### config.mk
export PLATFORM = sky130hd
export DESIGN_NAME = external_scan_ctrl
export DESIGN_NICKNAME = d
export VERILOG_FILES = /design/src/rtl/external_scan_ctrl_pkg.sv /design/src/rtl/external_scan_ctrl_cfg_gen.sv /design/src/rtl/external_scan_ctrl.sv
export SDC_FILE = /design/constraint.sdc
export NUM_CORES = 1
export LEC_CHECK = 0
export BUFFER_PORTS_ARGS = -buffer_cell sky130_fd_sc_hd__buf_2
export CAP_MARGIN = 0
export CORE_ASPECT_RATIO = 0.5
export CORE_MARGIN = 2
export CORE_UTILIZATION = 35
export CTS_CLUSTER_SIZE = 14
export DETAILED_ROUTE_END_ITERATION = 10
export PLACE_DENSITY_LB_ADDON = 0.15
export SLEW_MARGIN = 20
export SYNTH_ARGS = -nofsm -noshare
export SYNTH_HDL_FRONTEND = slang
export SYNTH_SLANG_ARGS = --single-unit
### constraint.sdc
create_clock -name clock -period 4.7 [get_ports clock]
set_input_delay 0.47 -clock clock [delete_from_list [all_inputs] [get_ports clock]]
set_output_delay 0.47 -clock clock [all_outputs]
set_load 0.03 [all_outputs]
### src/rtl/external_scan_ctrl_pkg.sv
// Shared encodings and geometry helpers for the external S-bit scan sequencer.
package external_scan_ctrl_pkg;

    localparam logic [1:0] MODE_VFAT   = 2'b00;
    localparam logic [1:0] MODE_ETA    = 2'b01;
    localparam logic [1:0] MODE_SECTOR = 2'b10;
    localparam logic [1:0] MODE_OFF    = 2'b11;

    localparam int NUM_CHANNELS = 8;

    typedef enum logic [2:0] {
        ST_IDLE,
        ST_SETTLE,
        ST_DWELL,
        ST_STEP,
        ST_DONE
    } state_e;

    // Number of selectable sources for a mode; MODE_OFF has none.
    function automatic logic [5:0] source_count(input logic [1:0] mode,
                                                input logic       ge21,
                                                input logic [5:0] num_vfats);
        case (mode)
            MODE_VFAT:   return num_vfats;
            MODE_ETA:    return ge21 ? 6'd2 : 6'd8;
            MODE_SECTOR: return 6'd6;
            default:     return 6'd0;
        endcase
    endfunction

    // Steps needed to cover n sources, eight per step.
    function automatic logic [1:0] step_count(input logic [5:0] n);
        logic [5:0] steps;
        steps = (n + 6'd7) >> 3;
        return steps[1:0];
    endfunction

endpackage

### src/rtl/external_scan_ctrl_cfg_gen.sv
// Maps (step, mode, geometry) to the per-channel mode/select buses of one scan step.
module scan_cfg_gen
    import external_scan_ctrl_pkg::*;
#(
    parameter bit GE21      = 1'b0,
    parameter int NUM_VFATS = 24
) (
    input  logic [1:0]  step_i,
    input  logic [1:0]  mode_i,
    output logic [15:0] sbit_mode_o,
    output logic [39:0] sbit_sel_o
);

    logic [5:0] n_src;
    logic [5:0] src;

    always_comb begin
        n_src       = source_count(mode_i, GE21, 6'(NUM_VFATS));
        sbit_mode_o = '0;
        sbit_sel_o  = '0;
        src         = '0;
        for (int k = 0; k < NUM_CHANNELS; k++) begin
            src = {1'b0, step_i, 3'(k)};
            if (src < n_src) begin
                sbit_mode_o[2*k +: 2] = mode_i;
                sbit_sel_o[5*k +: 5]  = src[4:0];
            end else begin
                sbit_mode_o[2*k +: 2] = MODE_OFF;
            end
        end
    end

endmodule

### src/rtl/external_scan_ctrl.sv
// Scan sequencer for the 8 external S-bit outputs: static passthrough in IDLE,
// stepped source scan with settle/dwell windows otherwise.
module external_scan_ctrl
    import external_scan_ctrl_pkg::*;
#(
    parameter bit GE21          = 1'b0,
    parameter int NUM_VFATS     = 24,
    parameter int SETTLE_CYCLES = 3
) (
    input  logic        clock,
    input  logic        reset_n_i,
    input  logic        start_i,
    input  logic        stop_i,
    input  logic        continuous_i,
    input  logic [1:0]  scan_mode_i,
    input  logic [15:0] dwell_i,
    input  logic [15:0] static_mode_i,
    input  logic [39:0] static_sel_i,
    output logic [15:0] sbit_mode_o,
    output logic [39:0] sbit_sel_o,
    output logic        busy_o,
    output logic        window_o,
    output logic [1:0]  step_o,
    output logic        done_o,
    output logic        error_o
);

    localparam logic [5:0]  NV          = 6'(NUM_VFATS);
    localparam logic [15:0] SETTLE_LOAD = 16'(SETTLE_CYCLES - 1);

    state_e      state_q, state_d;
    logic [1:0]  mode_q, mode_d;
    logic [1:0]  step_q, step_d;
    logic [15:0] dwell_q, dwell_d;
    logic [15:0] cnt_q, cnt_d;
    logic [15:0] sbit_mode_q, sbit_mode_d;
    logic [39:0] sbit_sel_q, sbit_sel_d;
    logic        busy_q, busy_d;
    logic        window_q, window_d;
    logic        done_q, done_d;
    logic        error_q, error_d;
    logic        load_cfg;
    logic [1:0]  last_step;
    logic [15:0] cfg_mode;
    logic [39:0] cfg_sel;

    // Driven with the next step/mode so the new config lands on the SETTLE entry edge.
    scan_cfg_gen #(
        .GE21      (GE21),
        .NUM_VFATS (NUM_VFATS)
    ) u_cfg_gen (
        .step_i      (step_d),
        .mode_i      (mode_d),
        .sbit_mode_o (cfg_mode),
        .sbit_sel_o  (cfg_sel)
    );

    assign last_step = step_count(source_count(mode_q, GE21, NV)) - 2'd1;

    always_comb begin
        // NOTE: every signal gets a default first so no path leaves it unassigned (no latch).
        state_d  = state_q;
        mode_d   = mode_q;
        step_d   = step_q;
        dwell_d  = dwell_q;
        cnt_d    = cnt_q;
        error_d  = 1'b0;
        load_cfg = 1'b0;
        case (state_q)
            ST_IDLE: begin
                step_d = 2'd0;
                if (start_i && !stop_i) begin
                    if (scan_mode_i == MODE_OFF) begin
                        error_d = 1'b1;
                    end else begin
                        state_d  = ST_SETTLE;
                        mode_d   = scan_mode_i;
                        dwell_d  = (dwell_i == 16'd0) ? 16'd1 : dwell_i;
                        cnt_d    = SETTLE_LOAD;
                        load_cfg = 1'b1;
                    end
                end
            end
            ST_SETTLE: begin
                if (cnt_q == 16'd0) begin
                    state_d = ST_DWELL;
                    cnt_d   = dwell_q - 16'd1;
                end else begin
                    cnt_d = cnt_q - 16'd1;
                end
            end
            ST_DWELL: begin
                if (cnt_q == 16'd0) state_d = ST_STEP;
                else                cnt_d   = cnt_q - 16'd1;
            end
            ST_STEP: begin
                if (step_q == last_step && !continuous_i) begin
                    state_d = ST_DONE;
                end else begin
                    step_d   = (step_q == last_step) ? 2'd0 : step_q + 2'd1;
                    state_d  = ST_SETTLE;
                    cnt_d    = SETTLE_LOAD;
                    load_cfg = 1'b1;
                end
            end
            ST_DONE:  state_d = ST_IDLE;
            default:  state_d = ST_IDLE;
        endcase

        if (stop_i && state_q != ST_IDLE) begin
            state_d  = ST_IDLE;
            load_cfg = 1'b0;
        end
        if (state_d == ST_IDLE) step_d = 2'd0;
    end

    // Output config and status are a function of the next state, so they register with it.
    always_comb begin
        sbit_mode_d = sbit_mode_q;
        sbit_sel_d  = sbit_sel_q;
        if (state_d == ST_IDLE) begin
            sbit_mode_d = static_mode_i;
            sbit_sel_d  = static_sel_i;
        end else if (load_cfg) begin
            sbit_mode_d = cfg_mode;
            sbit_sel_d  = cfg_sel;
        end
        busy_d   = (state_d != ST_IDLE);
        window_d = (state_d == ST_DWELL);
        done_d   = (state_d == ST_DONE);
    end

    // NOTE: sequential state uses non-blocking assignments so all flops update from pre-edge values.
    always_ff @(posedge clock or negedge reset_n_i) begin
        if (!reset_n_i) begin
            state_q     <= ST_IDLE;
            mode_q      <= MODE_VFAT;
            step_q      <= 2'd0;
            dwell_q     <= 16'd1;
            cnt_q       <= 16'd0;
            sbit_mode_q <= {NUM_CHANNELS{MODE_OFF}};
            sbit_sel_q  <= '0;
            busy_q      <= 1'b0;
            window_q    <= 1'b0;
            done_q      <= 1'b0;
            error_q     <= 1'b0;
        end else begin
            state_q     <= state_d;
            mode_q      <= mode_d;
            step_q      <= step_d;
            dwell_q     <= dwell_d;
            cnt_q       <= cnt_d;
            sbit_mode_q <= sbit_mode_d;
            sbit_sel_q  <= sbit_sel_d;
            busy_q      <= busy_d;
            window_q    <= window_d;
            done_q      <= done_d;
            error_q     <= error_d;
        end
    end

    assign sbit_mode_o = sbit_mode_q;
    assign sbit_sel_o  = sbit_sel_q;
    assign busy_o      = busy_q;
    assign window_o    = window_q;
    assign step_o      = step_q;
    assign done_o      = done_q;
    assign error_o     = error_q;

endmodule
==> summary.txt <==
Worst setup path
  – CP max-delay cell: sky130_fd_sc_hd__nor3b_1
  – Biggest cell delay along the critical path: 430 ps
  – Reg2reg setup slack: 720 ps
  – Worst r2r dst: sbit_sel_o[14]$_DFFE_PN0P_
  – Data arrival time of the critical path: 4260 ps
  – Reg2reg start: cnt_q[0]$_DFFE_PN0P_
  – WS Path Type: register to register
  – Number of cells on the worst reg-to-reg path: 14
  – Crit. End Element: register
  – Capturing instance or port of the critical path: sbit_sel_o[14]$_DFFE_PN0P_
  – Kind of start point of the critical path: register
  – Crit path launch: cnt_q[0]$_DFFE_PN0P_
  – Maximum fanout along the worst path: 24
  – Series of cell instances along the critical path: inv_1 > ha_1 > nor3b_1 > nand3_1 > nor3_4 > o21ai_4 > and2_4 > or2_2 > ha_1 > o21a_1 > nor2_1 > o21ai_0 > nor2_1 > a311o_1
  – Data required time of the worst path: 4980 ps

Floorplanning
  – Die boundary height: 89.88 µm
  – Ports placed on the boundary: 141
  – Width of the chip: 175.8 µm
  – Area of the die: 15800 µm²
  – Number of placement rows: 31
  – Placeable core area: 14430 µm²
  – Starting density of the core: 35.78%

Finish
  – Ant diodes: 0
  – Fill count: 1514
  – Most common cell after layout, fill and taps aside: sky130_fd_sc_hd__buf_2
  – P&R area growth vs syn: 22.90%
  – Multi-input gate area: 2464 µm²
  – Final std cells w/o fill: 861
  – Non-Filler Cell Area, Final: 6345 µm²
  – Layout Utilization: 43.97%
  – Sequential Area: 2499 µm²
  – NumNets Final: 743
  – Share of post-route cells with drive strength above 1: 31.98%
  – Commonest cells after routing, fill and taps aside: 139 x sky130_fd_sc_hd__buf_2, 82 x sky130_fd_sc_hd__dfrtp_1, 51 x sky130_fd_sc_hd__o21ai_0

Timing
  – Tmin final: 3978 ps
  – Final setup skew: 13.70 ps
  – Count of final max-slew check failures: 0
  – Hold violation total from the final report: 0
  – Slew headroom: 29.02%
  – Measured slew at the worst slew-check pin: 1061 ps
  – Final setup violation count: 0
  – RSZ-0062 raised after global routing: no
  – Max Fclk: 0.2514 GHz
  – Period utilisation layout: 84.64%
  – Final Hold Slack: 198.6 ps
  – Post-Route Setup TNS: 0 ps
  – Final setup slack of the worst path: 721.7 ps

Clock network
  – Clock latency at the later pin of the worst-skew pair: 350 ps
  – Setup bufs post-CTS: 0
  – TritonCTS buffer count: 9
  – Buffer cell driving the clock tree root: sky130_fd_sc_hd__clkbuf_16
  – TritonCTS clock tree: yes
  – Post-CTS sizing: 0
  – CTS sink count: 99
  – Max Root-Sink Buffers: 2
  – CTS hold repair buffers: 0
  – Maximum level of the CTS H-tree: 3
  – Clock-pin slew of the registers on the worst-case setup and hold paths: 70 ps

Placed design
  – Cell count after placement: 844
  – Area after detailed placement: 6030 µm²
  – Worst setup slack after placement: 587.6 ps
  – Quantity of I/O buffers inserted on ports: 140
  – Placer's final routability congestion estimate: 0.7698
  – Detailed placer's ending HPWL: 10150 µm

Flow run
  – Max-cap violations: 0

Route
  – Routed WL per cell: 16.80 µm
  – Sum of routed wire length over all layers: 14470 µm
  – Via-to-Cell Ratio: 5.361
  – Number of nets with antenna violations after detailed routing: 0
  – Drt pass-1 iters: 4
  – Initial drt markers: 305
  – Via count: 4616
  – DRC errors left: 0

Yosys
  – Number of flops mapped to enable cells by yosys: 0
  – Largest family of logic cells by synthesized area: compound AO/OA/AOI/OAI gates
  – Synth Area in Simple Gates: 19.22%
  – Top flip-flop cell by instance count after synthesis: sky130_fd_sc_hd__dfrtp_1
  – Synthesized-area fraction occupied by xor and xnor cells: 3.223%
  – Post-synth cell types: 55
  – Avg Inst Size Synth: 9.614 µm²
  – Syn_nets: 622
  – Total number of yosys warnings: 0
  – Share of the synthesized area in compound gates (AO/OA/AOI/OAI): 19.97%
  – Async set-or-reset flop fraction in the synthesized netlist: 100.0%
  – Sequential area share after synthesis: 48.40%
  – Synthesized-area fraction occupied by adder cells: 1.454%
  – Mux contribution to synthesized area: 3.272%
  – Instance count of the mapped netlist: 537
  – #FFs+latches synth: 99
  – Post-Syn Area: 5162 µm²

Power and ir drop
  – Total power divided by cell area: 766.8 nW/µm²
  – Total Power Consumption: 4.865 mW
  – Static leakage power: 2.912 nW
  – Max IR drop VDD: 0.3492 mV

Global routing
  – Antenna violations before repair: 1
  – Largest net degree at the start of global routing: 63
  – Global-route wire length before repair: 24120 µm
  – Remaining global-route overflow: 0
  – Number of global-route vias before repair: 4722
  – Overall fraction of global-route tracks in use: 18.99%

Run status
  – Status: completed

Min path
  – Worst min-delay path class: input port to asynchronous set/reset pin
-- flip-flops by register name, summed over array words and instances, names as in the netlist --
signal,cells
sbit_sel_o,40
cnt_q,16
dwell_q,16
sbit_mode_o,16
state_q,3
mode_q,2
step_o,2
busy_o,1
done_o,1
error_o,1
window_o,1
-- area by class of cell --
type / count / share of cell area (%)
clock buffers: 9 / 3.550
clock inverters: 7 / 0.9860
inverters: 15 / 0.8874
multi-input cells: 384 / 38.83
flip-flops and latches: 99 / 39.38
well taps: 198 / 3.905
repair buffers: 149 / 12.46
-- synthesized netlist by cell type, drive strengths merged, types with 11 or more instances --
cell    count  area share, %
a21oi      19            1.8
a311o      12            2.3
and3       14            1.7
buf        11            1.3
clkbuf     28            2.0
dfrtp      82             40
dfstp      17            8.7
inv        15            1.1
mux2       15            3.3
nand2      38            2.8
nand3      37            3.6
nor2       38            2.8
nor3       19            2.1
o21ai      55            5.4
o311a      12            2.3
-- critical path, delay by kind of cell (launching register included) --
family	cells	cell delay, ps
flip-flops	1	410
adder cells (fa/ha/maj)	2	490
AND/OR/NAND/NOR	7	2280
buffers and inverters	1	90
AO/OA/AOI/OAI	4	630
-- worst min-delay path by stage --
stage / from / to / slack, ps / cells after the start
4_1_cts: reset_n_i / sbit_sel_o[11]$_DFFE_PN0P_ / 230 / 1
6_report: reset_n_i / busy_o$_DFF_PN0_ / 200 / 1
2_1_floorplan: reset_n_i / busy_o$_DFF_PN0_ / 170 / 0
5_1_grt: reset_n_i / busy_o$_DFF_PN0_ / 260 / 1
3_3_place_gp: cnt_q[15]$_DFFE_PN0P_ / cnt_q[15]$_DFFE_PN0P_ / 470 / 1
3_5_place_dp: cnt_q[15]$_DFFE_PN0P_ / cnt_q[15]$_DFFE_PN0P_ / 470 / 1
-- kinds of logic after synthesis --
| logic type | Yosys count |
|---|---|
| AOI/OAI and AO/OA | 151 |
| xor gates and xnor gates | 19 |
| adders and majority gates | 6 |
| buffers and inverters | 54 |
| DFF | 99 |
| muxes | 15 |
| and+or+nand+nor | 193 |
-- power by group --
part	switching (mW)	total, mW	internal, mW
combinational	1.63	2.53	0.904
sequential	0.312	1.61	1.30
clock	0.352	0.720	0.368
-- metal layers --
layer  global-route usage, %  wire, µm  share of wire, %
met1                   24.85      6637                46
met3                   5.499       839               5.8
met5                       0         0                 0
met2                   31.27      6818                47
met4                   4.270       170               1.2
Power figures use the tool's default switching activity.
